===== config.mk =====
export PLATFORM = sky130hd
export DESIGN_NAME = ramarb
export DESIGN_NICKNAME = d
export VERILOG_FILES = /design/src/rtl/ramarb.sv
export SDC_FILE = /design/constraint.sdc
export NUM_CORES = 1
export LEC_CHECK = 0
export ABC_AREA = 1
export BUFFER_PORTS_ARGS = -buffer_cell sky130_fd_sc_hd__buf_4
export CAP_MARGIN = 10
export CORE_MARGIN = 1.5
export CORE_UTILIZATION = 45
export CTS_CLUSTER_DIAMETER = 100
export CTS_CLUSTER_SIZE = 28
export DETAILED_ROUTE_END_ITERATION = 8
export PLACE_DENSITY = 0.92
export SYNTH_ARGS = -nofsm -noshare
export SYNTH_HDL_FRONTEND = slang
export SYNTH_SLANG_ARGS = --single-unit

===== constraint.sdc =====
create_clock -name clk -period 2.03 [get_ports clk]
set_input_delay 0.609 -clock clk [delete_from_list [all_inputs] [get_ports clk]]
set_output_delay 0.609 -clock clk [all_outputs]
set_load 0.01 [all_outputs]

===== src/rtl/ramarb.sv =====
// Two-requester round-robin arbiter in front of a shared single-port RAM with asynchronous read.
// Define RAMARB_CLEAR_EN to zero the whole RAM after every reset before accepting requests.
module ramarb #(
    parameter int DW = 32,
    parameter int AW = 6
) (
    input  logic          clk,
    input  logic          rst,
    input  logic          a_valid,
    input  logic          b_valid,
    input  logic          a_we,
    input  logic          b_we,
    input  logic [AW-1:0] a_addr,
    input  logic [AW-1:0] b_addr,
    input  logic [DW-1:0] a_din,
    input  logic [DW-1:0] b_din,
    output logic          a_ready,
    output logic          b_ready,
    output logic          a_rvalid,
    output logic          b_rvalid,
    output logic [DW-1:0] a_rdata,
    output logic [DW-1:0] b_rdata,
    output logic          ram_we,
    output logic [AW-1:0] ram_addr,
    output logic [DW-1:0] ram_din,
    input  logic [DW-1:0] ram_dout,
    output logic          busy
);

    logic          run;
    logic          clearing;
    logic [AW-1:0] clr_addr;

`ifdef RAMARB_CLEAR_EN
    typedef enum logic {
        S_RUN,
        S_CLEAR
    } state_t;

    state_t        state_reg, state_next;
    logic [AW-1:0] clr_reg, clr_next;

    always_ff @(posedge clk) begin
        if (rst) begin
            state_reg <= S_CLEAR;
            clr_reg   <= '0;
        end else begin
            state_reg <= state_next;
            clr_reg   <= clr_next;
        end
    end

    always_comb begin
        state_next = state_reg;
        clr_next   = clr_reg;
        if (state_reg == S_CLEAR) begin
            clr_next = clr_reg + 1'b1;
            if (clr_reg == {AW{1'b1}}) begin
                state_next = S_RUN;
            end
        end
    end

    assign run      = (state_reg == S_RUN) && !rst;
    assign clearing = (state_reg == S_CLEAR) && !rst;
    assign clr_addr = clr_reg;
`else
    assign run      = !rst;
    assign clearing = 1'b0;
    assign clr_addr = '0;
`endif

    assign busy = clearing;

    // Index 0 is requester A, index 1 is requester B.
    logic [1:0]    we_v;
    logic [1:0]    fire;
    logic [1:0]    rvalid_v;
    logic [DW-1:0] rdata_v [2];
    logic          ptr_reg, ptr_next;

    assign we_v = {b_we, a_we};

    // When both are valid the pointer breaks the tie; otherwise the lone requester wins.
    assign fire[0] = run && a_valid && (!b_valid || !ptr_reg);
    assign fire[1] = run && b_valid && (!a_valid || ptr_reg);

    assign a_ready = fire[0];
    assign b_ready = fire[1];

    always_comb begin
        ptr_next = ptr_reg;
        if (fire[0]) begin
            ptr_next = 1'b1;
        end else if (fire[1]) begin
            ptr_next = 1'b0;
        end
    end

    always_ff @(posedge clk) begin
        if (rst) begin
            ptr_reg <= 1'b0;
        end else begin
            ptr_reg <= ptr_next;
        end
    end

    always_comb begin
        ram_we   = 1'b0;
        ram_addr = '0;
        ram_din  = '0;
        if (clearing) begin
            ram_we   = 1'b1;
            ram_addr = clr_addr;
        end else if (fire[0]) begin
            ram_we   = a_we;
            ram_addr = a_addr;
            ram_din  = a_we ? a_din : '0;
        end else if (fire[1]) begin
            ram_we   = b_we;
            ram_addr = b_addr;
            ram_din  = b_we ? b_din : '0;
        end
    end

    // Per-requester read-return registers; outputs are forced to zero while reset is held.
    generate
        for (genvar gi = 0; gi < 2; gi++) begin : gen_port
            logic          rvalid_reg;
            logic [DW-1:0] rdata_reg;

            always_ff @(posedge clk) begin
                if (rst) begin
                    rvalid_reg <= 1'b0;
                    rdata_reg  <= '0;
                end else begin
                    rvalid_reg <= fire[gi] && !we_v[gi];
                    if (fire[gi] && !we_v[gi]) begin
                        rdata_reg <= ram_dout;
                    end
                end
            end

            assign rvalid_v[gi] = rvalid_reg && !rst;
            assign rdata_v[gi]  = rst ? '0 : rdata_reg;
        end
    endgenerate

    assign a_rvalid = rvalid_v[0];
    assign b_rvalid = rvalid_v[1];
    assign a_rdata  = rdata_v[0];
    assign b_rdata  = rdata_v[1];

endmodule


==> results.ini, run 1 <==
[run_status]
outcome=complete, but fails checks
violations=setup timing

[detailed_routing]
drt_iter0_drc=259
ant_nets=0
wl_um=16100
dr.pass1.iters=5
drc=0
avgViaCountPerCell=4.95
vias=5299
routedWlPerCell_um=15.1

[sta]
period_needed_ps=2200
fmax_mhz=455
setup-violations-final=32
min_period_over_period_pct=108
hold_viol=0
clock_skew_ps=11.0
maxSlewViolCount=0
fin_hold_ws_ps=516
rsz0062_at_grt=true
finalWorstSetupSlack_ps=-166

[final_layout]
final_common_cell=buf_4
drive_above_1_share_pct=37.7
largest_reg_flops=64
diodes=0
area_growth_pct=66.2
fin_nets=1068
final_cell_mix=buf_4, inv_1, nand2_1
layout.cells.non_filler=1070

[logic_synthesis]
muxShareOfSynthArea_pct=0
synth-async-reset-ratio_pct=0
synth_enable_flop_cells=0
synth_top_area_share_pct=32.0
syn-cell-area_um2=4190
synth_area_leader_cell=dfxtp_1
synthCells=739
synth.avg_cell_area_um2=5.67
yosys.area_share.simple_pct=46.0
ys_seq_area_share_pct=32.0
synth_nets=853
synthXorXnorAreaFrac_pct=0
ys.flop_type=dfxtp_1
synth_fa_ha_area_share_pct=0
synth_cell_types=20
synth_compound_area_share_pct=0.269
ys_ff_latch=67
synth_area_leaders=dfxtp_1, nand2_1, inv_1
synth_warnings=0
synth_top_family_by_area=simple AND/OR/NAND/NOR gates

[grt]
grt_pass1_wl_um=23000
first_global_vias=4876
grt_max_degree=56
gr-total-overflow=0
grtUsageTotal_pct=29.2
grt_antenna_before_repair=0

[power_and_ir_drop]
ir_drop_uv=333
p_leak_nw=3.98
p_total_w=0.00364
power_density_nw_per_um2=522

[worst_setup_path]
crit_path_start_kind=input pin
worstPathArrival_ps=1590
crit_slowest_cell=buf_6
critPathMaxStageDelay_ps=150
crit_fanout=8
path_cells=buf_12, nor2_8, nand2_4, nor2_4, buf_6, buf_16, nand2_1, nand2_1, buf_6
crit_path_end_kind=output pin
critPathTopFamily=buffers and inverters
criticalPathCategory=in2out
required_ps=1420
critical_path_buf_inv_count=4

[floorplanning]
die_area_um2=9900
rows=35
start_util_pct=45.8
die_h_um=99.5
die_w_um=99.5
ios=222
coreArea_um2=9150

[cts]
cts_root_buf=clkbuf_8
path_clk_slew_ps=70
ctsHtreeMaxLevel=3
cts_buffer_depth=2
tritoncts=yes
clock-sinks=67
cts_made_buffers=9
clk_latency_ps=340
cts-hold-fix-buffers=0

[placed_design]
hpwl_um=9780
gp_congestion=0.843
placed_cells=1040
io_buffers=220

[job]
maxCapViolations=0

[min_path]
min_path_type=reg2reg

cells in the mapped netlist, types with 2 or more instances:
cell type / instances
inv_1: 167
buf_4: 4
nand3_1: 32
nor2_8: 2
clkinv_1: 2
nor2_1: 130
inv_2: 3
buf_1: 5
dfxtp_1: 67
nand2_1: 214
nand3_2: 2
buf_2: 24
buf_6: 3
clkbuf_1: 15
nand4_1: 64
layout make-up:
| type | instances | area, um^2 |
|---|---|---|
| Timing Repair Buffer | 255 | 2310 |
| Multi-Input combinational cell | 449 | 2290 |
| Fill cell | 685 | 2190 |
| Sequential cell | 67 | 1340 |
| Inverter | 172 | 672 |
| Tap cell | 111 | 139 |
| Clock buffer | 9 | 124 |
| Clock inverter | 7 | 91.3 |
through the flow:
stage	utilization (%)	instance area, um^2	setup slack [ps]	TNS [ps]
after floorplan	-	4190	4.19	0
after global placement	65.1	5950	-134	-2780
after detailed placement	65.1	5950	-149	-3350
after CTS	72.5	6630	-115	-3470
after global routing	76.1	6970	-199	-5230
final	76.1	6970	-166	-3480
kinds of logic after synthesis:
family,count (synthesis)
and+or+nand+nor,446
buffers and inverters,223
other,1
DFF,67
AOI/OAI and AO/OA,2
final timing paths:
| path | from | end | slack [ps] | depth (start not counted) |
|---|---|---|---|---|
| setup / recovery | rst | ram_din[20] | -170 | 9 |
| setup reg to reg | ptr_reg | gen_port[1].rdata_reg[4] | 540 | 8 |
| hold / removal | gen_port[1].rdata_reg[26] | gen_port[1].rdata_reg[26] | 520 | 4 |
| hold reg to reg | gen_port[1].rdata_reg[26] | gen_port[1].rdata_reg[26] | 520 | 4 |
metal layers:
layer | vias to the layer above | GRT usage (%) | part of all wire (%) | wire length, um
li1 | 2603 | - | - | -
met1 | 2358 | 33.1 | 38 | 6140
met2 | 281 | 53.9 | 50 | 8060
met3 | 57 | 5.90 | 7.3 | 1180
met4 | 0 | 10.9 | 4.7 | 752
met5 | - | 0 | 0 | 0
worst reg2reg max path: stages, from the launching register on:
cell and delay, ps:
dfxtp_2 350, inv_2 40, nand2_2 80, buf_4 370
nand3_2 140, buf_4 240, nand2_1 90, inv_1 40
nor2_1 90
report_power, final:
group	internal [W]	switching [W]
Sequential	0.00138	0.0000162
Clock	0.000690	0.000536
Combinational	0.000474	0.000544
Total	0.00254	0.00110
what timing repair did:
item                                    4_1_cts  5_1_grt
pin swaps                                    22       19
cloned                                        5        4
endpoints found under the hold margin         0        0
buffers inserted                              4        3
endpoints found under the setup margin       39       42
resized for setup                            93       76
Power figures use the tool's default switching activity.
==> run 2, diff against run 1 <==
--- a/config.mk
+++ b/config.mk
@@ -5,11 +5,10 @@
 export SDC_FILE = /design/constraint.sdc
 export NUM_CORES = 1
 export LEC_CHECK = 0
-export ABC_AREA = 1
 export BUFFER_PORTS_ARGS = -buffer_cell sky130_fd_sc_hd__buf_4
 export CAP_MARGIN = 10
 export CORE_MARGIN = 1.5
-export CORE_UTILIZATION = 45
+export CORE_UTILIZATION = 40
 export CTS_CLUSTER_DIAMETER = 100
 export CTS_CLUSTER_SIZE = 28
 export DETAILED_ROUTE_END_ITERATION = 8
==> results.ini, run 2 <==
[sta]
hold_viol=0  ; unchanged
fmax_mhz=436  ; -4.2%
finalWorstSetupSlack_ps=-263  ; -96.5 ps
setup-violations-final=40  ; +25%
period_needed_ps=2290  ; +96.5 ps
rsz0062_at_grt=true
min_period_over_period_pct=113  ; +4.8 points
clock_skew_ps=7.24  ; -3.71 ps
maxSlewViolCount=0  ; unchanged
setup_tns_ps=-7870  ; -4390 ps

[logic_synthesis]
synth_area_leaders=dfxtp_1, a22o_1, nor2b_1
synth.avg_cell_area_um2=10.5  ; +85%
synth-async-reset-ratio_pct=0  ; unchanged
synth_warnings=0  ; unchanged
ys_seq_area_share_pct=45.9  ; +14 points
synth_commonest_cells=a22o_1, dfxtp_1, nor2b_1
synth.most_common_cell=a22o_1
syn-cell-area_um2=2920  ; -30%
ys.flop_type=dfxtp_1
synth_cell_types=17  ; -15%
synth_enable_flop_cells=0  ; unchanged
synthCells=279  ; -62%
ys_ff_latch=67  ; unchanged
synth_top_area_share_pct=45.9  ; +14 points
synth_nets=393  ; -54%
synth_area_leader_cell=dfxtp_1

[grt]
grt_antenna_before_repair=0  ; unchanged
grt_pass1_wl_um=16600  ; -28%
grt_use_met2_pct=51.1  ; -2.8 points
busiest_layer=met2
use_met1_pct=30.0  ; -3.2 points
grt_max_degree=42  ; -25%
first_global_vias=3276  ; -33%
gr-total-overflow=0  ; unchanged
grtUsageTotal_pct=27.8  ; -1.5 points
use_met3_pct=6.53  ; +0.63 points

[cts]
ctsHtreeMaxLevel=3  ; unchanged
cts_root_buf=clkbuf_8
cts_made_buffers=9  ; unchanged
path_clk_slew_ps=80  ; about the same
clock-sinks=67  ; unchanged
tritoncts=yes
clk_latency_ps=340  ; about the same
cts_buffer_depth=2  ; unchanged
cts-hold-fix-buffers=0  ; unchanged

[floorplanning]
die_w_um=88.5  ; -11%
rows=30  ; -14%
die_h_um=88.5  ; -11%
coreArea_um2=6940  ; -24%
die_area_um2=7830  ; -21%
ios=222  ; unchanged
start_util_pct=42.1  ; -3.7 points

[power_and_ir_drop]
ir_drop_uv=509  ; +53%
clockPowerShare_pct=35.8  ; +2.1 points
power_density_nw_per_um2=610  ; +17%
p_sw_w=0.000823  ; -25%
internal_power_w=0.00248  ; -2.5%
share_comb_of_total_power_pct=22.0  ; -6.0 points
seq_power_share_pct=42.1  ; +3.8 points
swShare_pct=24.9  ; -5.2 points
p_leak_nw=2.59  ; -35%
p_total_w=0.00330  ; -9.3%

[worst_setup_path]
worstPathArrival_ps=1680  ; +90 ps
path_cells=buf_8, and2_4, nor3b_4, buf_6, buf_4, a22o_1, buf_4
required_ps=1420  ; about the same
crit_path_end_kind=output pin
critPathMaxStageDelay_ps=220  ; +70 ps
crit_top_cell=buf_4
critPathTopFamily=buffers and inverters
critPathLaunch=b_valid
regToRegStartpoint=ptr_reg
criticalPathCategory=in2out
crit_slowest_cell=nor3b_4
crit_path_start_kind=input pin
crit_fanout=4  ; -4
critical_path_buf_inv_count=4  ; unchanged

[placed_design]
io_buffers=220  ; unchanged
pre_cts_ws_ps=-234  ; -85.3 ps
hpwl_um=8040  ; -18%
gp_congestion=0.803  ; -4.7%

[run_status]
outcome=complete, but fails checks
violations=setup timing

[detailed_routing]
dr.pass1.iters=4  ; -1
drc=0  ; unchanged
drt_iter0_drc=147  ; -43%
ant_nets=0  ; unchanged
avgViaCountPerCell=5.59  ; +13%
wl_um=12900  ; -20%
vias=3461  ; -35%
routedWlPerCell_um=20.8  ; +38%

[final_layout]
nFillCells=460  ; -33%
largest_reg_flops=64  ; unchanged
drive_above_1_share_pct=62.0  ; +24 points
diodes=0  ; unchanged
final_cell_mix=buf_4, a22o_1, dfxtp_1
final_common_cell=buf_4
area_growth_pct=84.9
fin_nets=632  ; -41%

[min_path]
min-delay-start=ram_dout[25]
min_path_type=in2reg

[job]
maxCapViolations=0  ; unchanged

run 2: changes by cell type after synthesis, moves of 7 or more:
cell	before	now
buf_2	24	17
nand2_1	214	0
nor2_1	130	3
nand4_1	64	0
a22o_1	0	102
nand3_1	32	0
inv_1	167	0
nor2b_1	0	66
clkbuf_1	15	7
run 2: area by class of cell:
class	instances	area (um^2)	share of cell area (%)
multi-input cells	184	1600	29.6
clock buffers	10	128	2.36
repair buffers	256	2140	39.5
clock inverters	6	80.1	1.48
flip-flops and latches	67	1340	24.8
well taps	96	120	2.22
run 2: through the flow:
step / utilization [%] / hold WS [ps] / cells / cell area [um^2]
floorplan: - / 513 / 279 / 2960
global placement: 69.2 / 526 / 588 / 4800
detailed placement: 69.2 / 546 / 588 / 4800
CTS: 74.0 / 486 / 611 / 5140
global route: 77.9 / 490 / 619 / 5410
finish: 77.9 / 493 / 619 / 5410
run 2: path summary, 6_finish.rpt:
path                                                   to  slack, ps  cells past startpoint
worst max-delay path                          ram_din[17]       -260                      7
worst min-delay path            gen_port[1].rdata_reg[25]        490                      2
worst max register to register  gen_port[1].rdata_reg[19]        400                      6
worst min register to register                    ptr_reg        590                      2
run 2: cells by family (layout without fill, tap and decap cells):
kind of cell / after synthesis / after routing / synth area share [%]
other cells: 1 / 1 / 0.128
buf+inv: 28 / 272 / 5.22
simple gates: 81 / 81 / 18.2
compound gates: 102 / 102 / 30.6
flops: 67 / 67 / 45.9
run 2: routing by layer:
metal  vias up  share of wire (%)
met5         -                  0
met4         0                5.5
met3        59                8.1
met2       200                 52
met1      1696                 34
li1       1506                  -
run 2: power groups by stage:
stage               Clock [W]  Sequential, W  Combinational, W
floorplan                   0        0.00141          0.000259
global placement            0        0.00142          0.000618
detailed placement          0        0.00142          0.000629
CTS                   0.00118        0.00139          0.000661
global route          0.00125        0.00140          0.000762
finish                0.00118        0.00139          0.000728
run 2: timing repair:
action / 4_1_cts / 5_1_grt
cloned: 1 / 6
setup endpoints to repair: 49 / 70
setup buffers: 6 / 5
resized for setup: 16 / 73
pin swaps: 8 / 9
hold endpoints to repair: 0 / 0
==> run 3, diff against run 2 <==
--- a/config.mk
+++ b/config.mk
@@ -7,12 +7,15 @@
 export LEC_CHECK = 0
 export BUFFER_PORTS_ARGS = -buffer_cell sky130_fd_sc_hd__buf_4
 export CAP_MARGIN = 10
+export CELL_PAD_IN_SITES_DETAIL_PLACEMENT = 0
+export CELL_PAD_IN_SITES_GLOBAL_PLACEMENT = 1
 export CORE_MARGIN = 1.5
-export CORE_UTILIZATION = 40
+export CORE_UTILIZATION = 28
 export CTS_CLUSTER_DIAMETER = 100
 export CTS_CLUSTER_SIZE = 28
 export DETAILED_ROUTE_END_ITERATION = 8
 export PLACE_DENSITY = 0.92
+export REMOVE_ABC_BUFFERS = 1
 export SYNTH_ARGS = -nofsm -noshare
 export SYNTH_HDL_FRONTEND = slang
 export SYNTH_SLANG_ARGS = --single-unit
==> results.ini, run 3 (same netlist as run 2, synthesis figures left out) <==
[run_status]
outcome=complete, but fails checks
violations=setup timing

[worst_setup_path]
crit_fanout=8  ; +4
required_ps=1420  ; about the same
worstPathArrival_ps=1680  ; about the same
crit_path_start_kind=input pin
criticalPathCategory=in2out
crit_path_end_kind=output pin
crit_slowest_cell=nor3b_4
critPathMaxStageDelay_ps=220  ; about the same
path_cells=buf_8, nor2b_4, nor3b_4, buf_12, clkbuf_16, a22o_1, buf_4

[grt]
grt_antenna_before_repair=0  ; unchanged
grt_pass1_wl_um=17600  ; +5.8%
gr-total-overflow=0  ; unchanged
grt_max_degree=59  ; +40%
grtUsageTotal_pct=20.3  ; -7.5 points
first_global_vias=3457  ; +5.5%

[placed_design]
gp_congestion=0.854  ; +6.3%
placed_cell_area_um2=5100  ; +6.2%
io_buffers=220  ; unchanged
hpwl_um=8030  ; -0.13%

[floorplanning]
die_h_um=105  ; +19%
rows=37  ; +23%
die_area_um2=11100  ; +41%
die_w_um=105  ; +19%
start_util_pct=28.6  ; -14 points
ios=222  ; unchanged
coreArea_um2=10200  ; +47%

[sta]
clock_skew_ps=7.52  ; +0.287 ps
setup_tns_ps=-7920  ; -49.0 ps
finalWorstSetupSlack_ps=-257  ; +5.91 ps
rsz0062_at_grt=true
maxSlewViolCount=0  ; unchanged
period_needed_ps=2290  ; -5.91 ps
fmax_mhz=437  ; +0.26%
min_period_over_period_pct=113  ; -0.29 points
hold_viol=0  ; unchanged
setup-violations-final=40  ; unchanged

[cts]
path_clk_slew_ps=60  ; -20 ps
cts_buffer_depth=2  ; unchanged
tritoncts=yes
cts_root_buf=clkbuf_8
ctsHtreeMaxLevel=3  ; unchanged
clk_latency_ps=350  ; about the same
cts_made_buffers=9  ; unchanged
clock-sinks=67  ; unchanged

[detailed_routing]
dr.pass1.iters=4  ; unchanged
wl_met1_um=4640  ; +5.0%
met2_length_um=6730  ; +0.15%
dr_wl_met3_um=849  ; -18%
routedWlPerCell_um=18.1  ; -13%
avgViaCountPerCell=4.92  ; -12%
ant_nets=0  ; unchanged
vias=3421  ; -1.2%
top_layer=met4
wl_um=12600  ; -2.6%
drt_iter0_drc=178  ; +21%
drc=0  ; unchanged

[final_layout]
final_common_cell=buf_4
stdcell_area_um2=5950  ; +9.9%
fin_nets=669  ; +5.9%
largest_reg_flops=64  ; unchanged
utilization_pct=58.1  ; -20 points
final_cell_mix=buf_4, a22o_1, dfxtp_1
area_growth_pct=103
drive_above_1_share_pct=66.2  ; +4.2 points
diodes=0  ; unchanged

[job]
maxCapViolations=0  ; unchanged

[power_and_ir_drop]
p_leak_nw=2.85  ; +9.7%
power_density_nw_per_um2=553  ; -9.4%
ir_drop_uv=235  ; -54%

[min_path]
min_path_type=in2reg

[run 3: cell count changes in the layout (fill, tap and decap cells not counted), moves of 4 or more]
cell	delta
buf_4	+28
nor2b_1	-11
nor2b_4	+7
buf_12	+4
clkbuf_16	+4
nor2b_2	+4
[run 3: where the power goes]
group	internal [W]	switching, W
registers	0.00138	0.0000154
logic	0.000472	0.000316
clock network	0.000627	0.000482
[run 3: final cells by class]
class | instances | area (um^2)
multi-input combinational | 184 | 1660
timing repair buffer | 293 | 2570
clock buffer | 13 | 159
fill | 877 | 4290
clock inverter | 2 | 35.0
tap | 136 | 170
sequential | 67 | 1340
[run 3: what timing repair did]
item | 4_1_cts | 5_1_grt
resized for setup | 46 | 59
hold buffers | 0 | 0
setup buffers | 7 | 3
gates cloned | 3 | 9
pin swaps | 4 | 15
setup endpoints to repair | 99 | 86
[run 3: path summary, 6_finish.rpt]
kind	startpoint	to	slack [ps]	depth (start not counted)
setup / recovery	a_valid	ram_din[3]	-260	7
hold / removal	rst	ptr_reg	430	2
setup reg to reg	ptr_reg	gen_port[0].rdata_reg[14]	470	5
hold reg to reg	ptr_reg	ptr_reg	540	2
[run 3: stage by stage]
step,std cells,hold WS [ps],power (W),worst slack [ps]
6_report,695,431,0.00329,-257
4_1_cts,687,421,0.00324,-305
5_1_grt,695,427,0.00341,-274
2_1_floorplan,251,513,0.00163,-726
3_5_place_dp,663,554,0.00207,-328
3_3_place_gp,663,528,0.00206,-313
[run 3: routing by layer]
layer,vias to the layer above,track usage [%]
met4,0,10.4
li1,1585,-
met1,1651,21.8
met2,163,36.9
met5,-,0
met3,22,4.74
[run 3: critical path: cells and delay by family]
| kind | cells | cell delay [ps] |
|---|---|---|
| simple gates | 2 | 350 |
| buf+inv | 4 | 550 |
| compound gates | 1 | 150 |
